===== src/rtl/uart_rx_pkg.sv =====
// uart_rx_pkg: frame states and constants shared by the UART receive controller
package uart_rx_pkg;
    typedef enum logic [2:0] {IDLE, START, DATA, PARITY, STOP} rx_state_e;
    localparam int PRESCALE_MIN = 6;
endpackage


===== src/rtl/uart_rx_ctrl_if.sv =====
// uart_rx_ctrl_if: serial line, frame config, datapath strobes and per-frame status
interface uart_rx_ctrl_if #(parameter int PRESCALE_WIDTH = 4);
    logic s_data_in;
    logic [PRESCALE_WIDTH-1:0] prescale_in;
    logic par_en_in;
    logic par_err_in;
    logic sampled_bit_out;
    logic deser_en_out;
    logic par_chk_en_out;
    logic busy_out;
    logic data_valid_out;
    logic parity_error_out;
    logic stop_error_out;
    modport master (
        output s_data_in, prescale_in, par_en_in, par_err_in,
        input  sampled_bit_out, deser_en_out, par_chk_en_out, busy_out,
               data_valid_out, parity_error_out, stop_error_out
    );
    modport slave (
        input  s_data_in, prescale_in, par_en_in, par_err_in,
        output sampled_bit_out, deser_en_out, par_chk_en_out, busy_out,
               data_valid_out, parity_error_out, stop_error_out
    );
endinterface


===== src/rtl/uart_rx_sampler.sv =====
// uart_rx_sampler: three mid-bit captures of the serial line and their majority vote
module uart_rx_sampler #(
    parameter int PRESCALE_WIDTH = 4
) (
    input  logic                      clk,
    input  logic                      res_n,
    input  logic                      s_data_in,
    input  logic [PRESCALE_WIDTH-1:0] edge_cnt,
    input  logic [PRESCALE_WIDTH-1:0] pe,
    output logic                      sampled_bit
);
    logic [2:0] cap_q, cap_d;
    logic [PRESCALE_WIDTH-1:0] mid;
    always_comb begin
        mid = pe >> 1;
        cap_d[0] = (edge_cnt == mid - PRESCALE_WIDTH'(1)) ? s_data_in : cap_q[0];
        cap_d[1] = (edge_cnt == mid) ? s_data_in : cap_q[1];
        cap_d[2] = (edge_cnt == mid + PRESCALE_WIDTH'(1)) ? s_data_in : cap_q[2];
    end
    always_ff @(posedge clk) begin
        if (!res_n) cap_q <= '0;
        else cap_q <= cap_d;
    end
    assign sampled_bit = (cap_q[0] & cap_q[1]) | (cap_q[0] & cap_q[2]) | (cap_q[1] & cap_q[2]);
endmodule


===== src/rtl/uart_rx_ctrl.sv =====
// uart_rx_ctrl: UART receive frame sequencer driving the deserializer and parity checker
module uart_rx_ctrl
    import uart_rx_pkg::*;
#(
    parameter int DATA_WIDTH     = 8,
    parameter int PRESCALE_WIDTH = 4
) (
    input logic           clk,
    input logic           res_n,
    uart_rx_ctrl_if.slave rx
);
    localparam int BW = $clog2(DATA_WIDTH + 3);
    localparam logic [PRESCALE_WIDTH-1:0] PMIN = PRESCALE_WIDTH'(PRESCALE_MIN);
    rx_state_e state_q, state_d;
    logic [PRESCALE_WIDTH-1:0] edge_cnt_q, edge_cnt_d, pe_q, pe_d, pe_even, mid;
    logic [BW-1:0] bit_cnt_q, bit_cnt_d;
    logic par_en_q, par_en_d, par_err_q, par_err_d;
    logic sb_q, sb_d, deser_q, deser_d, chk_q, chk_d;
    logic dv_q, dv_d, perr_q, perr_d, serr_q, serr_d;
    logic sampled_bit, start, wrap, done, stop_done;
    uart_rx_sampler #(.PRESCALE_WIDTH(PRESCALE_WIDTH)) u_sampler (
        .clk        (clk),
        .res_n      (res_n),
        .s_data_in  (rx.s_data_in),
        .edge_cnt   (edge_cnt_q),
        .pe         (pe_q),
        .sampled_bit(sampled_bit)
    );
    always_comb begin
        pe_even    = rx.prescale_in & ~PRESCALE_WIDTH'(1);
        mid        = pe_q >> 1;
        start      = state_q == IDLE && !rx.s_data_in;
        wrap       = edge_cnt_q == pe_q - PRESCALE_WIDTH'(1);
        done       = edge_cnt_q == mid + PRESCALE_WIDTH'(2);
        stop_done  = state_q == STOP && done;
        edge_cnt_d = (state_q == IDLE || wrap) ? '0 : edge_cnt_q + PRESCALE_WIDTH'(1);
        bit_cnt_d  = state_q == IDLE ? '0 : bit_cnt_q + BW'(wrap);
        pe_d       = start ? (pe_even < PMIN ? PMIN : pe_even) : pe_q;
        par_en_d   = start ? rx.par_en_in : par_en_q;
        par_err_d  = start ? 1'b0 : chk_q ? rx.par_err_in : par_err_q;
        sb_d       = (done && state_q != IDLE) ? sampled_bit : sb_q;
        deser_d    = state_q == DATA && done;
        chk_d      = state_q == PARITY && done;
        serr_d     = stop_done && !sampled_bit;
        perr_d     = stop_done && par_err_q;
        dv_d       = stop_done && sampled_bit && !par_err_q;
        state_d    = state_q;
        case (state_q)
            IDLE:    state_d = start ? START : IDLE;
            START:   state_d = (done && sampled_bit) ? IDLE : wrap ? DATA : START;
            DATA:    state_d = (wrap && bit_cnt_q == BW'(DATA_WIDTH)) ? (par_en_q ? PARITY : STOP) : DATA;
            PARITY:  state_d = wrap ? STOP : PARITY;
            // leave STOP in the cycle the status pulse is visible, freeing the line for the next frame
            STOP:    state_d = (dv_q || perr_q || serr_q) ? IDLE : STOP;
            default: state_d = IDLE;
        endcase
    end
    always_ff @(posedge clk) begin
        if (!res_n) begin
            state_q    <= IDLE;
            edge_cnt_q <= '0;
            bit_cnt_q  <= '0;
            pe_q       <= PMIN;
            par_en_q   <= 1'b0;
            par_err_q  <= 1'b0;
            sb_q       <= 1'b0;
            deser_q    <= 1'b0;
            chk_q      <= 1'b0;
            dv_q       <= 1'b0;
            perr_q     <= 1'b0;
            serr_q     <= 1'b0;
        end else begin
            state_q    <= state_d;
            edge_cnt_q <= edge_cnt_d;
            bit_cnt_q  <= bit_cnt_d;
            pe_q       <= pe_d;
            par_en_q   <= par_en_d;
            par_err_q  <= par_err_d;
            sb_q       <= sb_d;
            deser_q    <= deser_d;
            chk_q      <= chk_d;
            dv_q       <= dv_d;
            perr_q     <= perr_d;
            serr_q     <= serr_d;
        end
    end
    assign rx.sampled_bit_out  = sb_q;
    assign rx.deser_en_out     = deser_q;
    assign rx.par_chk_en_out   = chk_q;
    assign rx.busy_out         = state_q != IDLE;
    assign rx.data_valid_out   = dv_q;
    assign rx.parity_error_out = perr_q;
    assign rx.stop_error_out   = serr_q;
endmodule


===== src/flat_wrapper.sv =====
// flat-port wrapper written by rule: the top's interface ports become plain ports
module uart_rx_ctrl_flat import uart_rx_pkg::*;
#(
    parameter int DATA_WIDTH     = 8,
    parameter int PRESCALE_WIDTH = 4
)
  (clk, res_n, rx_s_data_in, rx_prescale_in, rx_par_en_in, rx_par_err_in, rx_sampled_bit_out, rx_deser_en_out, rx_par_chk_en_out, rx_busy_out, rx_data_valid_out, rx_parity_error_out, rx_stop_error_out);
  uart_rx_ctrl_if #(.PRESCALE_WIDTH(PRESCALE_WIDTH)) rx_i ();
  input logic clk;
  input logic res_n;
  input wire logic [$bits(rx_i.s_data_in)-1:0] rx_s_data_in;
  input wire logic [$bits(rx_i.prescale_in)-1:0] rx_prescale_in;
  input wire logic [$bits(rx_i.par_en_in)-1:0] rx_par_en_in;
  input wire logic [$bits(rx_i.par_err_in)-1:0] rx_par_err_in;
  output wire logic [$bits(rx_i.sampled_bit_out)-1:0] rx_sampled_bit_out;
  output wire logic [$bits(rx_i.deser_en_out)-1:0] rx_deser_en_out;
  output wire logic [$bits(rx_i.par_chk_en_out)-1:0] rx_par_chk_en_out;
  output wire logic [$bits(rx_i.busy_out)-1:0] rx_busy_out;
  output wire logic [$bits(rx_i.data_valid_out)-1:0] rx_data_valid_out;
  output wire logic [$bits(rx_i.parity_error_out)-1:0] rx_parity_error_out;
  output wire logic [$bits(rx_i.stop_error_out)-1:0] rx_stop_error_out;
  assign rx_i.s_data_in = rx_s_data_in;
  assign rx_i.prescale_in = rx_prescale_in;
  assign rx_i.par_en_in = rx_par_en_in;
  assign rx_i.par_err_in = rx_par_err_in;
  assign rx_sampled_bit_out = rx_i.sampled_bit_out;
  assign rx_deser_en_out = rx_i.deser_en_out;
  assign rx_par_chk_en_out = rx_i.par_chk_en_out;
  assign rx_busy_out = rx_i.busy_out;
  assign rx_data_valid_out = rx_i.data_valid_out;
  assign rx_parity_error_out = rx_i.parity_error_out;
  assign rx_stop_error_out = rx_i.stop_error_out;
  uart_rx_ctrl #(.DATA_WIDTH(DATA_WIDTH), .PRESCALE_WIDTH(PRESCALE_WIDTH)) u_core (.clk(clk), .res_n(res_n), .rx(rx_i));
endmodule

===== config.mk =====
export PLATFORM = sky130hd
export DESIGN_NAME = uart_rx_ctrl_flat
export DESIGN_NICKNAME = d
export VERILOG_FILES = /design/src/rtl/uart_rx_pkg.sv /design/src/rtl/uart_rx_ctrl_if.sv /design/src/rtl/uart_rx_sampler.sv /design/src/rtl/uart_rx_ctrl.sv /design/src/flat_wrapper.sv
export SDC_FILE = /design/constraint.sdc
export NUM_CORES = 1
export LEC_CHECK = 0
export ABC_AREA = 1
export CAP_MARGIN = 0
export CORE_ASPECT_RATIO = 0.7
export CORE_MARGIN = 2
export CORE_UTILIZATION = 59
export DETAILED_ROUTE_END_ITERATION = 10
export GPL_ROUTABILITY_DRIVEN = 1
export PLACE_DENSITY = 0.83
export SLEW_MARGIN = 20
export SYNTH_ARGS = -nofsm -noshare
export SYNTH_HDL_FRONTEND = slang
export SYNTH_HIERARCHICAL = 1
export SYNTH_SLANG_ARGS = --single-unit

===== constraint.sdc =====
create_clock -name clk -period 4.2 [get_ports clk]
set_input_delay 0.84 -clock clk [delete_from_list [all_inputs] [get_ports clk]]
set_output_delay 0.84 -clock clk [all_outputs]
set_load 0.005 [all_outputs]

; Yosys cells after proc, flatten, opt, wreduce, memory -nomap -nowiden
; Index checks and enable logic that the tools add are counted.
; W data, S select, Z words.
[totals]
output_inout_bits = 7
regBits = 26
in_bits = 9
wordCells = 69
[classes]
n_eq_ne = 10
muxes = 9
add_sub_neg = 6
n_reduce_logical = 22
bitwise = 6
order_cmp = 1
[ops]
columns = operator, n
row1 = $eq A4 B4 Y1, 4
row2 = $mux W3, 5
row3 = $pmux W3 S5, 1
row4 = $logic_and A1 B1 Y1, 11
row5 = $eq A3 B2 Y1 const B, 2
row6 = $reduce_or A2 Y1, 3
row7 = $add A3 B1 Y4 const B, 1
row8 = $add A3 B2 Y4 const B, 1
row9 = $add A4 B1 Y4, 1
row10 = $add A4 B1 Y4 const B, 1
row11 = $eq A4 B3 Y1, 1
row12 = $eq A4 B4 Y1 const B, 1
row13 = $lt A4 B3 Y1 const B, 1
row14 = $mux W4, 1
row15 = $sub A3 B1 Y4 const B, 1
row16 = $sub A4 B1 Y4 const B, 1
row17 = $and A1 B1 Y1, 3
row18 = $eq A3 B1 Y1 const B, 1
row19 = $eq A3 B3 Y1 const B, 1
row20 = $logic_not A1 Y1, 3
row21 = $logic_not A3 Y1, 1
row22 = $logic_or A1 B1 Y1, 3
row23 = $reduce_bool A3 Y1, 1
row24 = $mux W2, 1
row25 = other kinds (3), 4

; Logic depth before layout (Yosys ltp)
; Gate-level depths: netlist of run 1.
[logic_depth]
depth_word = 6
mapped_depth = 12
depth_no_buf = 12

; Hierarchy
; Netlist of run 1, hierarchy kept.
[modules_own_cells]
columns = mod, seq_area_each_um2, cells_per_inst, area_each_um2, instances
row1 = uart_rx_ctrl, 440.4, 167, 1129.8, 1
row2 = uart_rx_sampler, 60.1, 63, 345.3, 1

; Least setup slack after synthesis of run 1
; Ideal clock, no wire load.
[synth_timing]
kind = reg-to-reg
from = register u_core.pe_q[1]
to = register u_core.bit_cnt_q[2]
setup_slack_ps = 2359
arrival_ps = 1725
path_stages_with_launch = 12
period_less_slack_ps = 1841
t_required_ps = 4084
setup_ps = 116
n_path_buf = 0
cell_sequence = dfxtp_1 > inv_2 > ha_1 > nand2_1 > nand2_1 > nor2_1 > nand2_1 > nor2_2 > ha_1 > ha_1 > xnor2_1 > nor2_1
[synth_via]
elab_chain_len = 3
[synth_rtl]
columns = item, line_no
row1 = start: declaration, uart_rx_ctrl.sv:15  ; logic [PRESCALE_WIDTH-1:0] edge_cnt_q, edge_cnt_d, pe_q, pe_d, pe_even, mid;
row2 = start signal: assignment, uart_rx_ctrl.sv:76  ; pe_q <= pe_d;
row3 = $sub A4 B1 Y4, uart_rx_ctrl.sv:33  ; wrap = edge_cnt_q == pe_q - PRESCALE_WIDTH'(1);
row4 = $eq A4 B4 Y1, uart_rx_ctrl.sv:33
row5 = $add A4 B1 Y4, uart_rx_ctrl.sv:37  ; bit_cnt_d = state_q == IDLE ? '0 : bit_cnt_q + BW'(wrap);
row6 = end signal: assignment, uart_rx_ctrl.sv:75  ; bit_cnt_q <= bit_cnt_d;
row7 = end: declaration, uart_rx_ctrl.sv:16  ; logic [BW-1:0] bit_cnt_q, bit_cnt_d;
; No other way between the ends.
; A chain may end at the register's enable or synchronous reset.

; Final worst setup path of run 1
[layout_timing]
from = register u_core.state_q[1]
to = output port rx_busy_out
[layout_via]
elab_chain_len = 1
[layout_rtl]
columns = item, line_no
row1 = start: declaration, uart_rx_ctrl.sv:14  ; rx_state_e state_q, state_d;
row2 = start signal: assignment, uart_rx_ctrl.sv:73  ; state_q <= state_d;
row3 = $reduce_bool A3 Y1, uart_rx_ctrl.sv:90  ; assign rx.busy_out = state_q != IDLE;
row4 = end: declaration, flat_wrapper.sv:18  ; output wire logic [$bits(rx_i.busy_out)-1:0] rx_busy_out;
; No other way between the ends.

==> reports/qor.yml, run 1 <==
outcome: "finished, final reports clean"
wirelength_mm: 2.76
cts_max_level: 1
dieArea_mm2: 0.00292
setup_violations: 0
cts_buffer_depth: 2
critPathCapture: "rx_busy_out"
grt_antenna_before_repair: 0
clk_pin_slew_ns: 0.13
fin_nets: 264
max-cap-violations: 0
clkSinkCount: 25
die_y_um: 45.8
rr_worst_depth: 11
final-hold-violation-count: 0
grt_pass1_wl_mm: 4.70
crit_arrival_ns: 1.37
crit_chain: "nor2_2 -> nand2_2 -> clkdlybuf4s50_1"
drcViolationCount: 0
ant_nets: 0
cp_slowest_cell: "clkdlybuf4s50_1"
post_drt_wl_per_cell_um: 9.84
cp-startpoint: "u_core/state_q[1]"
fin_crit_sh: 0.526
layout-drive-gt1-share: 0.0931
reg2reg_slack_ns: 2.12
vias: 1326
pin_count: 16
cts_hold_buffers: 0
cts_made_buffers: 3
endpoint_kind: "output pin"
portBuffers: 14
ir_worst_vdd_mv: 0.196
netlist_instances: 229
rsz0062_at_grt: "false"
syn2layout_area_growth_pct: 14.2
cts_tree: "yes"
p_leak_nw: 0.781
cp_data_required_time_ns: 3.36
drt-initial-drc-count: 59
syn_nets: 245
cts_root_buf: "clkbuf_4"
die_x_um: 63.7
ys_warn_count: 6
worstSetupPathType: "reg -> out"
rr_endpoint: "u_core/bit_cnt_q[2]"
min_period_ns: 2.21
maxSlewViolCount: 0
postSynthAreaPerCell_um2: 6.43
antenna_cells: 0
power_density_mw_per_mm2: 254
grt_pass1_vias: 1144
gp_congestion: 0.780
cts_resized: 0
fin_cells: 281
start_util: 0.608
grt_usage: 0.213
critPathMaxFanout: 4
min-delay-path-class: "reg -> reg"
drtPass1Iterations: 4
syn_area_mm2: 0.00147
post-cts-setup-buffers: 0
grt_max_degree: 14
vias_per_cell: 4.72
worst_path_largest_cell_delay_ns: 0.50
fin_worst_skew_ns: 0.00370
tns_ns: 0
placed_cells_incl_taps: 277
tightest_slew_ns: 0.394
reg2reg_from: "u_core/pe_q[1]"
rows: 15
worstSetupStartpointType: "flop"
max-slew-margin-rel: 0.737
fmax_ghz: 0.452
grt_overflow: 0
clk-insertion-delay-late_ns: 0.31
dpl.hpwl_mm: 2.17
core_area_mm2: 0.00242
routing by layer:
layer | track usage | wire, µm | up-vias | part of all wire
met1 | 0.271 | 1480 | 566 | 0.53
met4 | 0.0739 | 13 | 0 | 0.0047
met2 | 0.354 | 1160 | 20 | 0.42
met3 | 0.0594 | 108 | 2 | 0.039
li1 | - | - | 738 | -
met5 | 0 | 0 | - | 0
worst min path at each step:
stage,slack (ns),from,depth (start not counted),to
floorplan,0.44,u_core/bit_cnt_q[3],2,u_core/bit_cnt_q[3]
global placement,0.45,u_core/bit_cnt_q[3],2,u_core/bit_cnt_q[3]
detailed placement,0.46,u_core/bit_cnt_q[3],2,u_core/bit_cnt_q[3]
CTS,0.48,u_core/bit_cnt_q[3],2,u_core/bit_cnt_q[3]
global route,0.51,u_core/bit_cnt_q[3],2,u_core/bit_cnt_q[3]
finish,0.48,u_core/bit_cnt_q[3],2,u_core/bit_cnt_q[3]
area by class of cell:
type	count	area, µm²
repair buffers	14	140
flip-flops and latches	25	500
multi-input cells	164	821
clock buffers	4	26.3
inverters	40	150
fillers	210	741
well taps	34	42.5
report_power, final:
part / leakage [nW] / internal [mW] / switching [mW] / total [mW]
Sequential: 0.203 / 0.244 / 0.00903 / 0.253
Combinational: 0.564 / 0.0295 / 0.0397 / 0.0692
Clock: 0.0150 / 0.0372 / 0.0676 / 0.105
state kept, by name (all words and copies together) (netlist names):
| register | flops |
|---|---|
| u_core/par_en_q | 1 |
| u_core/pe_q | 3 |
| u_core/u_sampler/cap_q | 3 |
| u_core/state_q | 3 |
| u_core/rx.par_chk_en_out | 1 |
| u_core/par_err_q | 1 |
| u_core/rx.stop_error_out | 1 |
| u_core/rx.sampled_bit_out | 1 |
| u_core/rx.deser_en_out | 1 |
| u_core/rx.data_valid_out | 1 |
| u_core/rx.parity_error_out | 1 |
| u_core/bit_cnt_q | 4 |
| u_core/edge_cnt_q | 4 |
worst max-delay path: cells and delay by family (launching register included):
kind	cells	cell delay, ns
flops	1	0.41
buf+inv	1	0.50
simple gates	2	0.15
placed cells by master (no fill, tap or decap), drive strengths merged:
cell and n:
ha 7, inv 40, o21ai 5, nand4 1, clkdlybuf4s50 14, a21oi 9
maj3 1, clkbuf 4, o21a 1, nand2 65, nor3 5, dfxtp 25
a21boi 1, nand3 20, xor2 1, xnor2 2, and2 1, nor2 43
or2 1, nand3b 1
stage by stage:
stage | cell area (µm²) | setup slack [ns] | total power [mW] | hold WS [ns] | util
finish | 1680 | 1.99 | 0.427 | 0.476 | 0.694
global route | 1680 | 1.91 | 0.452 | 0.507 | 0.694
CTS | 1680 | 1.97 | 0.432 | 0.476 | 0.694
detailed placement | 1650 | 1.87 | 0.326 | 0.457 | 0.683
global placement | 1650 | 1.90 | 0.325 | 0.451 | 0.683
floorplan | 1470 | 2.36 | 0.306 | 0.438 | -
Power figures use the tool's default switching activity.
==> run 2, diff against run 1 <==
--- a/config.mk
+++ b/config.mk
@@ -9,10 +9,10 @@
 export CAP_MARGIN = 0
 export CORE_ASPECT_RATIO = 0.7
 export CORE_MARGIN = 2
-export CORE_UTILIZATION = 59
+export CORE_UTILIZATION = 50
 export DETAILED_ROUTE_END_ITERATION = 10
 export GPL_ROUTABILITY_DRIVEN = 1
-export PLACE_DENSITY = 0.83
+export PLACE_DENSITY = 0.75
 export SLEW_MARGIN = 20
 export SYNTH_ARGS = -nofsm -noshare
 export SYNTH_HDL_FRONTEND = slang
==> constraint.sdc (replaced) <==
create_clock -name clk -period 1.95 [get_ports clk]
set_input_delay 0.39 -clock clk [delete_from_list [all_inputs] [get_ports clk]]
set_output_delay 0.39 -clock clk [all_outputs]
set_load 0.005 [all_outputs]
==> run 2 against run 1 <==
  * Utilization is 7.4 points lower
  * Critical endpoint is now u_core/bit_cnt_q[2]
  * Design area is 3.4% higher
  * Sequential power is 110% higher
  * Hold slack hardly changed
  * Setup slack worse by 1.8 ns
  * Clock power grew to 3.1 times the previous value
==> reports/qor.yml, run 2 (same netlist as run 1, synthesis figures left out) <==
outcome: "finished, final reports clean"
antenna_cells: 0  # unchanged
crit_arrival_ns: 1.96  # +0.59 ns
fin_cells: 286  # +1.8%
min_period_ns: 1.78
max-slew-margin-rel: 0.763  # +0.0265
fin_nets: 267  # +1.1%
drt-initial-drc-count: 57  # -3.4%
fin_crit_sh: 0.913
cp_slowest_cell: "dfxtp_2"
crit_path_frequent_cell: "nand2_1"
grt_pass1_vias: 1101  # -3.8%
cts_buffer_depth: 2  # unchanged
maxSlewViolCount: 0  # unchanged
grt_antenna_before_repair: 0  # unchanged
post-cts-setup-buffers: 0  # unchanged
cts_made_buffers: 3  # unchanged
gp_congestion: 0.842  # +7.9%
dpl.hpwl_mm: 2.30  # +6.0%
reg.largest.list: "u_core/bit_cnt_q: 4 flops, u_core/edge_cnt_q: 4 flops"
dieArea_mm2: 0.00340  # +17%
grt_usage: 0.188  # -0.0242
worstSetupStartpointType: "flop"
worst_path_largest_cell_delay_ns: 0.34  # -0.16 ns
die_x_um: 68.8  # +8.1%
start_util: 0.525  # -0.0828
rsz0062_at_grt: "false"
clk_pin_slew_ns: 0.09  # -0.04 ns
final_util: 0.620  # -0.0740
clkSinkCount: 25  # unchanged
cts_tree: "yes"
worstSetupPathType: "reg -> reg"
vias: 1361  # +2.6%
post_drt_wl_per_cell_um: 10.2  # +3.8%
core_area_mm2: 0.00280  # +16%
max-cap-violations: 0  # unchanged
min-delay-path-class: "reg -> reg"
setup_violations: 0  # unchanged
critPathMaxFanout: 3  # -1
rows: 16  # +1
placed_cells_incl_taps: 282  # +1.8%
tightest_slew_ns: 0.355  # -0.0390 ns
clk-insertion-delay-late_ns: 0.28  # -0.03 ns
grt_pass1_wl_mm: 4.86  # +3.4%
cp_data_required_time_ns: 2.13  # -1.23 ns
cts_max_level: 1  # unchanged
cts_root_buf: "clkbuf_8"
wirelength_mm: 2.92  # +5.7%
grt_max_degree: 16  # +2
grt_overflow: 0  # unchanged
p_leak_nw: 0.798  # +2.1%
tns_ns: 0  # unchanged
fmax_ghz: 0.561
endpoint_kind: "flop"
total_power_mw: 1.02  # +140%
ant_nets: 0  # unchanged
drcViolationCount: 0  # unchanged
mostFrequentLayoutCell: "nand2_1"
vias_per_cell: 4.76  # +0.85%
layout_common_cells: "nand2_1 (60), nor2_1 (37), inv_1 (37)"
fin_worst_skew_ns: 0.00451  # +0.000809 ns
pin_count: 16  # unchanged
ir_worst_vdd_mv: 0.431  # +120%
crit_chain: "inv_2 -> ha_1 -> nand2_1 -> nand2_1 -> nor2_1 -> nand2_1 -> nor2_4 -> ha_2 -> ha_1 -> xnor2_1 -> nor2_1"
cts_resized: 0  # unchanged
die_y_um: 49.4  # +7.9%
layout-drive-gt1-share: 0.120  # +0.0269
portBuffers: 14  # unchanged
drtPass1Iterations: 4  # unchanged
power_density_mw_per_mm2: 588  # +130%
syn2layout_area_growth_pct: 18.1
holdWs_ns: 0.476  # -0.000359 ns
cts_hold_buffers: 0  # unchanged
final-hold-violation-count: 0  # unchanged
run 2: cell types whose count changed in the layout (fill, tap and decap cells not counted), sizes merged:
cell      delta
clkinvlp     +1
buf          +3
clkbuf       -1
run 2: final cells by class:
| type | count | area (µm²) |
|---|---|---|
| Tap cell | 36 | 45.0 |
| Multi-Input combinational cell | 164 | 828 |
| Sequential cell | 25 | 503 |
| Fill cell | 272 | 1060 |
| Timing Repair Buffer | 17 | 163 |
| Inverter | 40 | 150 |
| Clock buffer | 3 | 41.3 |
| Clock inverter | 1 | 7.51 |
run 2: metal layers:
metal,vias up,GRT usage,wire length [µm]
li1,746,-,-
met1,588,0.297,1590
met2,25,0.253,1170
met3,2,0.0554,142
met4,0,0.0294,18
met5,-,0,0
run 2: per-stage QoR:
stage | worst slack [ns] | area, µm²
2_1_floorplan | 0.109 | 1470
3_3_place_gp | 0.168 | 1680
3_5_place_dp | 0.152 | 1680
4_1_cts | 0.125 | 1730
5_1_grt | 0.0275 | 1740
6_report | 0.169 | 1740
run 2: worst paths after layout:
check | slack (ns) | from | cells past startpoint | endpoint
max | 0.17 | u_core/pe_q[1] | 11 | u_core/bit_cnt_q[2]
min reg2reg | 0.48 | u_core/par_err_q | 2 | u_core/rx.parity_error_out
min | 0.48 | u_core/par_err_q | 2 | u_core/rx.parity_error_out
max reg2reg | 0.17 | u_core/pe_q[1] | 11 | u_core/bit_cnt_q[2]
run 2: where the power goes:
part / internal, mW / switching (mW)
Sequential: 0.525 / 0.0152
Combinational: 0.0675 / 0.0939
Clock: 0.145 / 0.175
run 2: critical path: cells and delay by family, from the launching register on:
| family | cells | cell delay (ns) |
|---|---|---|
| fa+ha+maj | 3 | 0.66 |
| simple gates | 6 | 0.52 |
| flops | 1 | 0.34 |
| xor+xnor | 1 | 0.11 |
| buf+inv | 1 | 0.04 |
==> patch, RTL diff (config.mk and constraints of run 2) <==
`DATA_WIDTH` is set to 8 in 2 places; all go to 16.
--- a/src/rtl/uart_rx_ctrl.sv
+++ b/src/rtl/uart_rx_ctrl.sv
@@ -2,7 +2,7 @@
 module uart_rx_ctrl
     import uart_rx_pkg::*;
 #(
-    parameter int DATA_WIDTH     = 8,
+    parameter int DATA_WIDTH     = 16,
     parameter int PRESCALE_WIDTH = 4
 ) (
     input logic           clk,
--- a/src/flat_wrapper.sv
+++ b/src/flat_wrapper.sv
@@ -1,7 +1,7 @@
 // flat-port wrapper written by rule: the top's interface ports become plain ports
 module uart_rx_ctrl_flat import uart_rx_pkg::*;
 #(
-    parameter int DATA_WIDTH     = 8,
+    parameter int DATA_WIDTH     = 16,
     parameter int PRESCALE_WIDTH = 4
 )
   (clk, res_n, rx_s_data_in, rx_prescale_in, rx_par_en_in, rx_par_err_in, rx_sampled_bit_out, rx_deser_en_out, rx_par_chk_en_out, rx_busy_out, rx_data_valid_out, rx_parity_error_out, rx_stop_error_out);
Check against the original RTL: same outputs for any inputs over 10 cycles, from zero or initial values; that may be too few to reach the edited logic, so the function may still have changed.
==> patch against run 2 <==
- sequential cell count grew 1
- combinational power up 6%
- final area rose by 5.5%
- largest cell class unchanged
- first-iteration DRC count rose by 130%
- count of clock-buffer cells in the layout up 1
- worst setup slack got worse by 46 ps
- area after synthesis up 1.1%
- synthesized cell count fell by 0.44%
- power is 4.1% higher
- routed wire length increased by 0.89%
- global-route usage is 0.29 points lower
- sequential power increased by 3%
- largest power group unchanged
==> patch: results (changes against run 2) <==
metal1 wirelength=1.60 mm (+0.63%); initial antenna violation count=0 (unchanged); 1st-iter DRT viols=133 (+130%); max-slew violation count=0 (unchanged); clk_lat worst skew=between 200 and 300 ps; Syn Nets=244 (-0.41%); via count=1390 (+2.1%); antenna diode count=0 (unchanged); reg2reg setup slack=around 160 ps; Worst-path clk slew=80 ps; uppermost layer routed=met4; Top Registers=u_core/bit_cnt_q (5), u_core/edge_cnt_q (4); dpl ws=99.8 ps (-52.5 ps); VDD IR max=0.394 mV (-8.6%); run status=finished clean; crit path max fanout=5 (+2); H-Tree Depth=1 (unchanged); met3 wire length=142 um (unchanged); Root Buffer=clkbuf_8; layout cells sized above 1=0.168 (+0.0480); DR WL met2=1.20 mm (+2.4%); fin crit share=0.937 (+0.0237); first-pass GRT wire length=5.12 mm (+5.4%); Nets=273 (+2.2%); vias in the first global route=1162 (+5.5%); relative slew slack=0.799 (+0.0356); post-DP HPWL=2.33 mm (+1.4%); synth warn=6 (unchanged); most flop-heavy register=u_core/bit_cnt_q; Area after DPL=1730 um2 (+3.2%); CTS max path bufs=2 (unchanged); GRT Total Usage=0.185 (-0.00288); Worst EP arrival=1440 ps (-520 ps); largest net degree at the start of global routing=15 (-1); Final Routed Wirelength=2.95 mm (+0.89%); Setup Skew=3.73 ps (-0.781 ps); leakage power=0.826 nW (+3.5%); drt first pass iters=4 (unchanged); GP Congestion=0.814 (-3.3%); # fillers=265 (-2.6%); hold crit path type=reg2reg; WHS=476 ps (+0.206 ps); PortBufs=14 (unchanged); TritonCTS buffer count=3 (unchanged)
[patch: path summary, 6_finish.rpt]
kind | cells past startpoint | endpoint | start
min reg2reg | 2 | u_core/rx.parity_error_out | u_core/par_err_q
max reg2reg | 13 | u_core/bit_cnt_q[4] | u_core/pe_q[1]
min | 2 | u_core/rx.parity_error_out | u_core/par_err_q
max | 3 | rx_busy_out | u_core/state_q[1]
[patch: repair_timing]
action,CTS,global route
endpoints found under the setup margin,0,2
setup buffers,0,2
hold buffers,0,0
gates resized for setup,0,7
[patch: final cells by class]
class / count / share of cell area
multi-input combinational: 163 / 0.461
sequential: 26 / 0.285
timing repair buffer: 25 / 0.122
inverter: 38 / 0.0778
clock buffer: 4 / 0.0300
tap: 36 / 0.0246
[patch: power by group]
part	switching, mW	internal (mW)
combinational	0.0996	0.0702
sequential	0.00989	0.545
clock	0.159	0.180
[patch: critical path: stages, from the launching register on]
cell,delay (ps)
dfxtp_1,400
nor2_1,70
nand2_1,160
clkdlybuf4s50_1,540
[patch: layer usage]
metal | up-vias | GRT usage
li1 | 772 | -
met1 | 590 | 0.271
met2 | 26 | 0.279
met3 | 2 | 0.0491
met4 | 0 | 0.0294
met5 | - | 0
[patch: metrics by stage]
| stage | std cells | power [mW] | util | TNS (ps) |
|---|---|---|---|---|
| 6_report | 292 | 1.06 | 0.649 | 0 |
| 5_1_grt | 292 | 1.13 | 0.649 | -24.7 |
| 4_1_cts | 290 | 1.08 | 0.633 | 0 |
| 3_5_place_dp | 286 | 0.732 | 0.614 | 0 |
| 3_3_place_gp | 286 | 0.730 | 0.614 | 0 |
| 2_1_floorplan | 228 | 0.676 | - | 0 |
